--- config.mk ---
export PLATFORM = sky130hd
export DESIGN_NAME = pi_bus_master
export DESIGN_NICKNAME = d
export VERILOG_FILES = /design/src/rtl/pi_bus_master.sv
export SDC_FILE = /design/constraint.sdc
export NUM_CORES = 1
export LEC_CHECK = 0
export CAP_MARGIN = 10
export CORE_MARGIN = 2
export CORE_UTILIZATION = 50
export DETAILED_ROUTE_END_ITERATION = 8
export PLACE_DENSITY = 0.79
export SLEW_MARGIN = 20
export SYNTH_ARGS = -nofsm -noshare
export SYNTH_HDL_FRONTEND = slang
export SYNTH_SLANG_ARGS = --single-unit
--- constraint.sdc ---
create_clock -name clk16 -period 3.2 [get_ports clk16]
set_input_delay 0.64 -clock clk16 [delete_from_list [all_inputs] [get_ports clk16]]
set_output_delay 0.64 -clock clk16 [all_outputs]
set_load 0.05 [all_outputs]
--- src/rtl/pi_bus_master.sv ---
// pi_bus_master
// Pi-side bus initiator. Requests are buffered in a 2-entry FIFO and one
// request is launched per Pi slot, always at the slot's first cycle. The
// block drives address, write data, output enable and write enable to the
// bus, samples read data during the strobe, and returns a one-cycle
// completion pulse.
//
// Ports
//   clk16      : 16 MHz system clock (same as the slot timing generator)
//   reset      : asynchronous, active-high reset
//   pi_select  : Pi slot window (8 of 16 cycles)
//   pi_strobe  : memory strobe (slot cycles 2 and 3)
//   req_valid / req_ready / req_we / req_addr / req_wdata : request handshake
//   bus_addr / bus_wdata / bus_oe / bus_we : bus drive outputs
//   bus_rdata  : read data from the bus
//   rsp_valid  : one-cycle completion pulse
//   rsp_rdata  : last read data, held until the next read completes
//   busy       : a transaction is in flight
`timescale 1ns/1ps
module pi_bus_master #(
  parameter int ADDR_WIDTH = 17,
  parameter int DATA_WIDTH = 8
) (
  input  logic                  clk16,
  input  logic                  reset,
  input  logic                  pi_select,
  input  logic                  pi_strobe,
  input  logic                  req_valid,
  output logic                  req_ready,
  input  logic                  req_we,
  input  logic [ADDR_WIDTH-1:0] req_addr,
  input  logic [DATA_WIDTH-1:0] req_wdata,
  output logic [ADDR_WIDTH-1:0] bus_addr,
  output logic [DATA_WIDTH-1:0] bus_wdata,
  output logic                  bus_oe,
  output logic                  bus_we,
  input  logic [DATA_WIDTH-1:0] bus_rdata,
  output logic                  rsp_valid,
  output logic [DATA_WIDTH-1:0] rsp_rdata,
  output logic                  busy
);

  typedef enum logic [1:0] {
    S_IDLE   = 2'd0,
    S_ACTIVE = 2'd1,
    S_DRAIN  = 2'd2
  } state_t;

  state_t r_state;
  state_t w_next;

  // Slot edge detection
  logic r_sel_d;
  logic r_stb_d;
  logic w_slot_start;
  logic w_strobe_end;
  logic w_slot_end;

  // Request FIFO
  logic                  r_fifo_we    [2];
  logic [ADDR_WIDTH-1:0] r_fifo_addr  [2];
  logic [DATA_WIDTH-1:0] r_fifo_wdata [2];
  logic                  r_wr_ptr;
  logic                  r_rd_ptr;
  logic [1:0]            r_count;
  logic                  r_init;
  logic                  w_full;
  logic                  w_empty;
  logic                  w_push;
  logic                  w_launch;
  logic                  w_rsp;

  // Working registers of the in-flight transaction
  logic                  r_cur_we;
  logic [ADDR_WIDTH-1:0] r_cur_addr;
  logic [DATA_WIDTH-1:0] r_cur_wdata;
  logic                  r_oe;
  logic [DATA_WIDTH-1:0] r_rsp_rdata;

  assign w_slot_start = pi_select & ~r_sel_d;
  assign w_strobe_end = r_stb_d & ~pi_strobe;
  assign w_slot_end   = ~pi_select & r_sel_d;

  assign w_full  = (r_count == 2'd2);
  assign w_empty = (r_count == 2'd0);
  // r_init keeps ready low while in reset and for the first edge after it.
  assign req_ready = r_init & ~w_full;
  assign w_push    = req_valid & req_ready;

  always_ff @(posedge clk16 or posedge reset) begin
    if (reset) begin
      r_sel_d <= 1'b0;
      r_stb_d <= 1'b0;
      r_init  <= 1'b0;
    end else begin
      r_sel_d <= pi_select;
      r_stb_d <= pi_strobe;
      r_init  <= 1'b1;
    end
  end

  // FIFO storage needs no reset: occupancy is tracked by r_count alone.
  always_ff @(posedge clk16) begin
    if (w_push) begin
      r_fifo_we[r_wr_ptr]    <= req_we;
      r_fifo_addr[r_wr_ptr]  <= req_addr;
      r_fifo_wdata[r_wr_ptr] <= req_wdata;
    end
  end

  always_ff @(posedge clk16 or posedge reset) begin
    if (reset) begin
      r_wr_ptr <= 1'b0;
      r_rd_ptr <= 1'b0;
      r_count  <= '0;
    end else begin
      if (w_push)   r_wr_ptr <= ~r_wr_ptr;
      if (w_launch) r_rd_ptr <= ~r_rd_ptr;
      case ({w_push, w_launch})
        2'b10:   r_count <= r_count + 2'd1;
        2'b01:   r_count <= r_count - 2'd1;
        default: r_count <= r_count;
      endcase
    end
  end

  // FSM state register
  always_ff @(posedge clk16 or posedge reset) begin
    if (reset) r_state <= S_IDLE;
    else       r_state <= w_next;
  end

  // FSM next-state and strobes. The empty test uses the registered count,
  // so a request pushed in the slot-start cycle waits for the next slot.
  always_comb begin
    w_next   = r_state;
    w_launch = 1'b0;
    w_rsp    = 1'b0;
    case (r_state)
      S_IDLE: begin
        if (w_slot_start && !w_empty) begin
          w_next   = S_ACTIVE;
          w_launch = 1'b1;
        end
      end
      S_ACTIVE: begin
        if (w_strobe_end) begin
          w_next = S_DRAIN;
          w_rsp  = 1'b1;
        end else if (w_slot_end) begin
          // Slot closed without a strobe: abandon silently.
          w_next = S_IDLE;
        end
      end
      S_DRAIN: begin
        if (w_slot_end) w_next = S_IDLE;
      end
      default: w_next = S_IDLE;
    endcase
  end

  always_ff @(posedge clk16 or posedge reset) begin
    if (reset) begin
      r_cur_we    <= 1'b0;
      r_cur_addr  <= '0;
      r_cur_wdata <= '0;
      r_oe        <= 1'b0;
      r_rsp_rdata <= '0;
    end else begin
      if (w_launch) begin
        r_cur_we    <= r_fifo_we[r_rd_ptr];
        r_cur_addr  <= r_fifo_addr[r_rd_ptr];
        r_cur_wdata <= r_fifo_wdata[r_rd_ptr];
        r_oe        <= r_fifo_we[r_rd_ptr];
      end else if (w_next == S_IDLE) begin
        r_oe <= 1'b0;
      end
      // Sampled on both strobe cycles; the second one leaves the final value.
      if (r_state == S_ACTIVE && !r_cur_we && pi_strobe)
        r_rsp_rdata <= bus_rdata;
    end
  end

  assign bus_addr  = r_cur_addr;
  assign bus_wdata = r_cur_wdata;
  assign bus_oe    = r_oe;
  assign bus_we    = (r_state == S_ACTIVE) & r_cur_we & pi_strobe;
  assign rsp_valid = w_rsp;
  assign rsp_rdata = r_rsp_rdata;
  assign busy      = (r_state != S_IDLE);

endmodule

==> results of run 1 <==
state kept, by name, summed over array words and instances, names as in the netlist, 2 cells and up:
name and cells:
r_fifo_addr 34, bus_addr 17, r_fifo_wdata 16, bus_wdata 8, rsp_rdata 8, r_count 2, r_fifo_we 2, r_state 2
per-stage QoR:
| stage | util | total power [W] | worst slack, ns | area (sq um) | hold WS, ns |
|---|---|---|---|---|---|
| final | 0.661 | 0.00481 | 0.754 | 4720 | 0.510 |
| after global routing | 0.661 | 0.00505 | 0.627 | 4720 | 0.530 |
| after CTS | 0.661 | 0.00486 | 0.721 | 4720 | 0.515 |
| after detailed placement | 0.631 | 0.00402 | 0.752 | 4500 | 0.495 |
| after global placement | 0.631 | 0.00398 | 0.798 | 4500 | 0.479 |
| after floorplan | - | 0.00333 | 0.292 | 3620 | 0.461 |
final timing paths:
check,endpoint,from,depth (start not counted)
setup / recovery,rsp_valid,pi_strobe,3
hold / removal,rsp_rdata[4]$_DFFE_PP0P_,rsp_rdata[4]$_DFFE_PP0P_,1
setup reg to reg,bus_addr[3]$_DFFE_PP0P_,r_state[0]$_DFF_PP0_,5
hold reg to reg,rsp_rdata[4]$_DFFE_PP0P_,rsp_rdata[4]$_DFFE_PP0P_,1
max in group asynchronous,r_cur_we$_DFFE_PP0P_,reset,2
min in group asynchronous,bus_addr[12]$_DFFE_PP0P_,reset,2
power by group:
part	leakage, nW	internal [W]	total, W	switching (W)
clock network	0.107	0.000440	0.000841	0.000401
registers	1.00	0.00166	0.00187	0.000213
logic	0.656	0.000868	0.00209	0.00123
total	1.76	0.00297	0.00481	0.00184
logic make-up after synthesis:
kind of cell	Yosys count	synth area share
DFF	96	0.736
adders and majority gates	1	0.00346
xor gates and xnor gates	6	0.0145
and+or+nand+nor	11	0.0256
buffers and inverters	11	0.0183
muxes	60	0.187
other	1	0.00104
AOI/OAI and AO/OA	7	0.0145
worst max-delay path, cell delays in order:
cell and delay, ns:
clkdlybuf4s50_1 0.46, nor4bb_1 0.42, buf_4 0.28
cell usage in the layout (no fill, tap or decap):
| master | Yosys | routed |
|---|---|---|
| conb_1 | 1 | 1 |
| nor4b_4 | 1 | 1 |
| clkinv_4 | 0 | 1 |
| bufinv_16 | 0 | 2 |
| xor2_1 | 1 | 1 |
| nor4bb_1 | 2 | 1 |
| clkinv_1 | 0 | 1 |
| a21oi_1 | 1 | 1 |
| inv_1 | 4 | 3 |
| dfrtp_1 | 44 | 44 |
| nor4bb_2 | 0 | 1 |
| mux2_1 | 2 | 2 |
| a22o_1 | 1 | 1 |
| nor2_2 | 0 | 1 |
| or2_4 | 1 | 1 |
| buf_4 | 0 | 8 |
| ha_1 | 1 | 1 |
| xnor2_1 | 5 | 5 |
| o21bai_1 | 2 | 2 |
| nor2_1 | 3 | 2 |
| mux2_2 | 58 | 58 |
| and3_1 | 1 | 1 |
| edfxtp_1 | 52 | 52 |
| and4b_1 | 1 | 1 |
| clkinvlp_4 | 0 | 1 |
| clkdlybuf4s50_1 | 0 | 74 |
| inv_6 | 0 | 1 |
| clkinv_2 | 0 | 1 |
| nor2b_1 | 1 | 1 |
| o21a_1 | 1 | 1 |
| nand2b_1 | 1 | 1 |
| clkbuf_8 | 0 | 9 |
| inv_2 | 0 | 1 |
| o211ai_1 | 1 | 1 |
| a31o_2 | 1 | 1 |
routing by layer:
layer | vias up | global-route usage
li1 | 879 | -
met1 | 957 | 0.203
met2 | 42 | 0.274
met3 | 7 | 0.0416
met4 | 0 | 0.0814
met5 | - | 0
cell type report:
type	count	area, sq um
Clock inverter	7	93.8
Multi-Input combinational cell	86	898
Fill cell	539	2420
Timing Repair Buffer	82	801
Sequential cell	96	2660
Clock buffer	9	124
Inverter	4	15.0
Tap cell	99	124
==> qor.txt, run 1 <==
largest net degree at the start of global routing: 45
max-cap violations: 0
hold_buf cts: 0
GRT Total Usage: 0.165
Inserted Diodes: 0
Die Ht: 89.1 um
Pleak: 1.76 nW
CP Max Fanout: 5
Area contributors post-synth: edfxtp_1 (43%), dfrtp_1 (30%), mux2_2 (18%)
RSZ-0062 raised after global routing: no
Synth Instances: 193
synth warn: 0
Period minus WS final: 2.45 ns
CP Class: in -> out
vias per cell: 4.92
WL met2: 3020 um
PD cells: 1020 nW/um^2
initial antenna violation count: 0
Avg Cell Area, Syn: 18.7 sq um
met3 WL post-DR: 256 um
H-tree depth: 3
Die X: 89.1 um
Die Area: 7930 sq um
std cell rows: 31
critical path arrival: 1.81 ns
crit share post-route: 0.764
post-CTS setup buffers: 0
sequential area share after synthesis: 0.736
setup TNS: 0 ns
clk slew on worst S/H paths: 0.08 ns
hpwl dp: 3780 um
clock insertion delay at the later pin of the skew report: 0.34 ns
CTS buffer count: 9
slew of the pin with the lowest slew margin: 0.950 ns
outcome: completed
EDFF count, synth: 52
CP startpoint kind: input pin
post-synth cell types: 26
setup violators final: 0
Max Fclk: 0.409 GHz
most common cell in the netlist: mux2_2
CTS tree: done
CP endpoint kind: primary output
Vias: 1,885
Worst EP required: 2.56 ns
post_cts resized: 0
nets@finish: 319
Mapped Area: 3620 sq um
first-pass GRT wire length: 9540 um
Post-synth ARST share: 0.458
Tightest Hold Check Type: reg -> reg
final WL: 5900 um
# clock sinks: 96
leading area contributor after synthesis: edfxtp_1
DR DRC count: 0
I/O Pins: 77
Synth Flop Type: edfxtp_1
share of cells above drive strength 1: 0.306
share of Yosys cell area claimed by the top area cell type: 0.432
total overflow reported by the global router: 0
drt first pass iters: 4
final antenna-violating net count: 0
Wirelength per Cell: 15.4 um
relative slew slack: 0.366
P&R area growth vs syn: 30.4%
Clock Tree Buf Depth: 2
First DRT Iteration DRCs: 70
VDD IR-drop max: 0.540 mV
Placer Congestion: 0.716
vias in the first global route: 1,974
worst-case clock skew: 0.00963 ns
total core area: 7140 sq um
Port-buffer cells: 76
Final Hold Vio Count: 0
FF-to-FF setup slack: 1.16 ns
root buffer cell: clkbuf_8
fin cells: 383
Starting Density: 0.507
DRT met1 WL: 2540 um
highest routed layer: met4
Syn Nets: 233
commonest cells in the netlist: mux2_2 (58), edfxtp_1 (52), dfrtp_1 (44)
Synth Register Bits: 96
max-slew violations: 0
Post-Place Cells: 367
(Power assumes the default switching activity.)
==> inputs of run 2 (changes only) <==
- clock period: 3.2 -> 2.5 ns (I/O delays scaled with it)
==> run 2 against run 1 <==
Clock power about the same. Critical path type is now reg -> out. Die area unchanged. Largest cell class unchanged. Combinational power rose by 32%. Cell area is 0.16% lower.
==> qor.txt, run 2 (same netlist as run 1, synthesis figures left out) <==
outcome: completed (unchanged)
worst path cell trace: or2_4 > clkdlybuf4s50_1 (was clkdlybuf4s50_1 > nor4bb_1 > buf_4)
Fin Hold WS: 0.393 ns (was 0.510 ns)
Clock Tree Buf Depth: 2 (unchanged)
Inserted Diodes: 0 (unchanged)
largest net degree at the start of global routing: 27 (was 45)
Die Ht: 89.1 um (unchanged)
drt first pass iters: 4 (unchanged)
final WL: 6030 um (was 5900 um)
Biggest register: r_fifo_addr (unchanged)
VDD IR-drop max: 0.769 mV (was 0.540 mV)
Placer Congestion: 0.716 (about the same)
Worst Reg-to-Reg Cells: 4 (was 5)
slew of the pin with the lowest slew margin: 0.530 ns (was 0.950 ns)
vias in the first global route: 2,034 (was 1,974)
initial antenna violation count: 0 (unchanged)
Vias: 1,914 (was 1,885)
critical path arrival: 1.80 ns (was 1.81 ns)
final antenna-violating net count: 0 (unchanged)
First DRT Iteration DRCs: 94 (was 70)
FF-to-FF setup slack: 0.65 ns (was 1.16 ns)
Starting Density: 0.507 (unchanged)
CP Max Fanout: 7 (was 5)
Max stage delay cell, worst path: clkdlybuf4s50_1 (unchanged)
CTS buffer count: 9 (unchanged)
I/O Pins: 77 (unchanged)
Worst path top cell family by delay: buffers and inverters (unchanged)
reg2reg start: r_state[0]$_DFF_PP0_ (unchanged)
CP max stage delay: 0.79 ns (was 0.46 ns)
Worst EP required: 2.00 ns (was 2.56 ns)
setup violators final: 0 (unchanged)
CP endpoint kind: primary output (unchanged)
Port-buffer cells: 76 (unchanged)
Wirelength per Cell: 15.6 um (was 15.4 um)
hold_buf cts: 0 (unchanged)
critical path launch point: r_state[1]$_DFF_PP0_ (was pi_strobe)
DR DRC count: 0 (unchanged)
Tightest Hold Check Type: in -> async (was reg -> reg)
max-slew violations: 0 (unchanged)
most frequent cells in the layout: clkdlybuf4s50_1 (74), mux2_2 (58), edfxtp_1 (52) (unchanged)
max-cap violations: 0 (unchanged)
Period minus WS final: 2.30 ns
H-tree depth: 3 (unchanged)
Final Hold Vio Count: 0 (unchanged)
R2R Path End: bus_wdata[1]$_DFFE_PP0P_ (was bus_addr[3]$_DFFE_PP0P_)
CP Class: reg -> out (was in -> out)
post-CTS setup buffers: 0 (unchanged)
nets@finish: 322 (was 319)
clk slew on worst S/H paths: 0.09 ns (was 0.08 ns)
Die Area: 7930 sq um (unchanged)
PD cells: 1260 nW/um^2 (was 1020 nW/um^2)
FILL cells: 538 (was 539)
post_cts resized: 0 (unchanged)
CTS tree: done (unchanged)
GRT Total Usage: 0.167 (was 0.165)
crit share post-route: 0.921
root buffer cell: clkbuf_8 (unchanged)
vias per cell: 4.96 (was 4.92)
worst path buffer plus inverter count: 1 (was 2)
first-pass GRT wire length: 9660 um (was 9540 um)
hpwl dp: 4150 um (was 3780 um)
share of cells above drive strength 1: 0.310 (was 0.306)
worst-case clock skew: 0.0136 ns (was 0.00963 ns)
Die X: 89.1 um (unchanged)
total overflow reported by the global router: 0 (unchanged)
total core area: 7140 sq um (unchanged)
Max Fclk: 0.434 GHz
Reg area: 2660 sq um (unchanged)
max reg flops: 34 (unchanged)
clock insertion delay at the later pin of the skew report: 0.35 ns (was 0.34 ns)
setup TNS: 0 ns (unchanged)
RSZ-0062 raised after global routing: no (unchanged)
Multi-input gate area: 898 sq um (unchanged)
# clock sinks: 96 (unchanged)
Pleak: 1.76 nW (about the same)
P&R area growth vs syn: 30.2% (was 30.4%)
std cell rows: 31 (unchanged)
CP startpoint kind: flop (was input pin)
most common cell after layout, fill and taps aside: clkdlybuf4s50_1 (unchanged)
relative slew slack: 0.646 (was 0.366)
-- run 2: changes by cell type in the layout (fill, tap and decap cells not counted) --
| cell | delta |
|---|---|
| buf_12 | +2 |
| buf_4 | +1 |
| bufinv_16 | -2 |
| clkinv_1 | +1 |
| clkinv_2 | +2 |
| inv_6 | -1 |
-- run 2: worst reg2reg max path: cells and delay by family, from the launching register on --
| family | cells | cell delay [ns] |
|---|---|---|
| AND/OR/NAND/NOR | 2 | 0.59 |
| flip-flops | 1 | 0.45 |
| buffers and inverters | 1 | 0.31 |
| multiplexers | 1 | 0.37 |
-- run 2: final cells by class --
type                       instances  share of cell area
clock buffer                       9              0.0263
clock inverter                     7             0.00823
inverter                           4             0.00319
multi-input combinational         86               0.191
sequential                        96               0.565
tap                               99              0.0263
timing repair buffer              85               0.180
-- run 2: metal layers --
metal,vias to the layer above,wire (um),track usage
met2,46,3160,0.286
met4,0,111,0.0773
li1,894,-,-
met3,10,231,0.0323
met1,964,2530,0.206
met5,-,0,0
-- run 2: power by group --
group	leakage (nW)	internal [W]	total, W	switching [W]
clock network	0.0838	0.000351	0.000844	0.000493
logic	0.677	0.00114	0.00275	0.00161
registers	1.00	0.00213	0.00236	0.000233
-- run 2: worst max-delay path by stage --
stage,slack [ns],end,cells past startpoint
floorplan,0.32,r_fifo_addr[0][0]$_DFFE_PP_,2
CTS,0.17,busy,2
global placement,0.37,rsp_valid,3
global route,0.1,busy,2
finish,0.20,busy,2
detailed placement,0.31,rsp_valid,3
-- run 2: through the flow --
stage / std cells / setup WS (ns) / power, W / cell area [sq um] / utilization
after floorplan: 193 / 0.323 / 0.00427 / 3620 / -
after global placement: 370 / 0.372 / 0.00513 / 4550 / 0.637
after detailed placement: 370 / 0.313 / 0.00518 / 4550 / 0.637
after CTS: 386 / 0.169 / 0.00602 / 4710 / 0.660
after global routing: 386 / 0.0983 / 0.00626 / 4710 / 0.660
final: 386 / 0.198 / 0.00596 / 4710 / 0.660
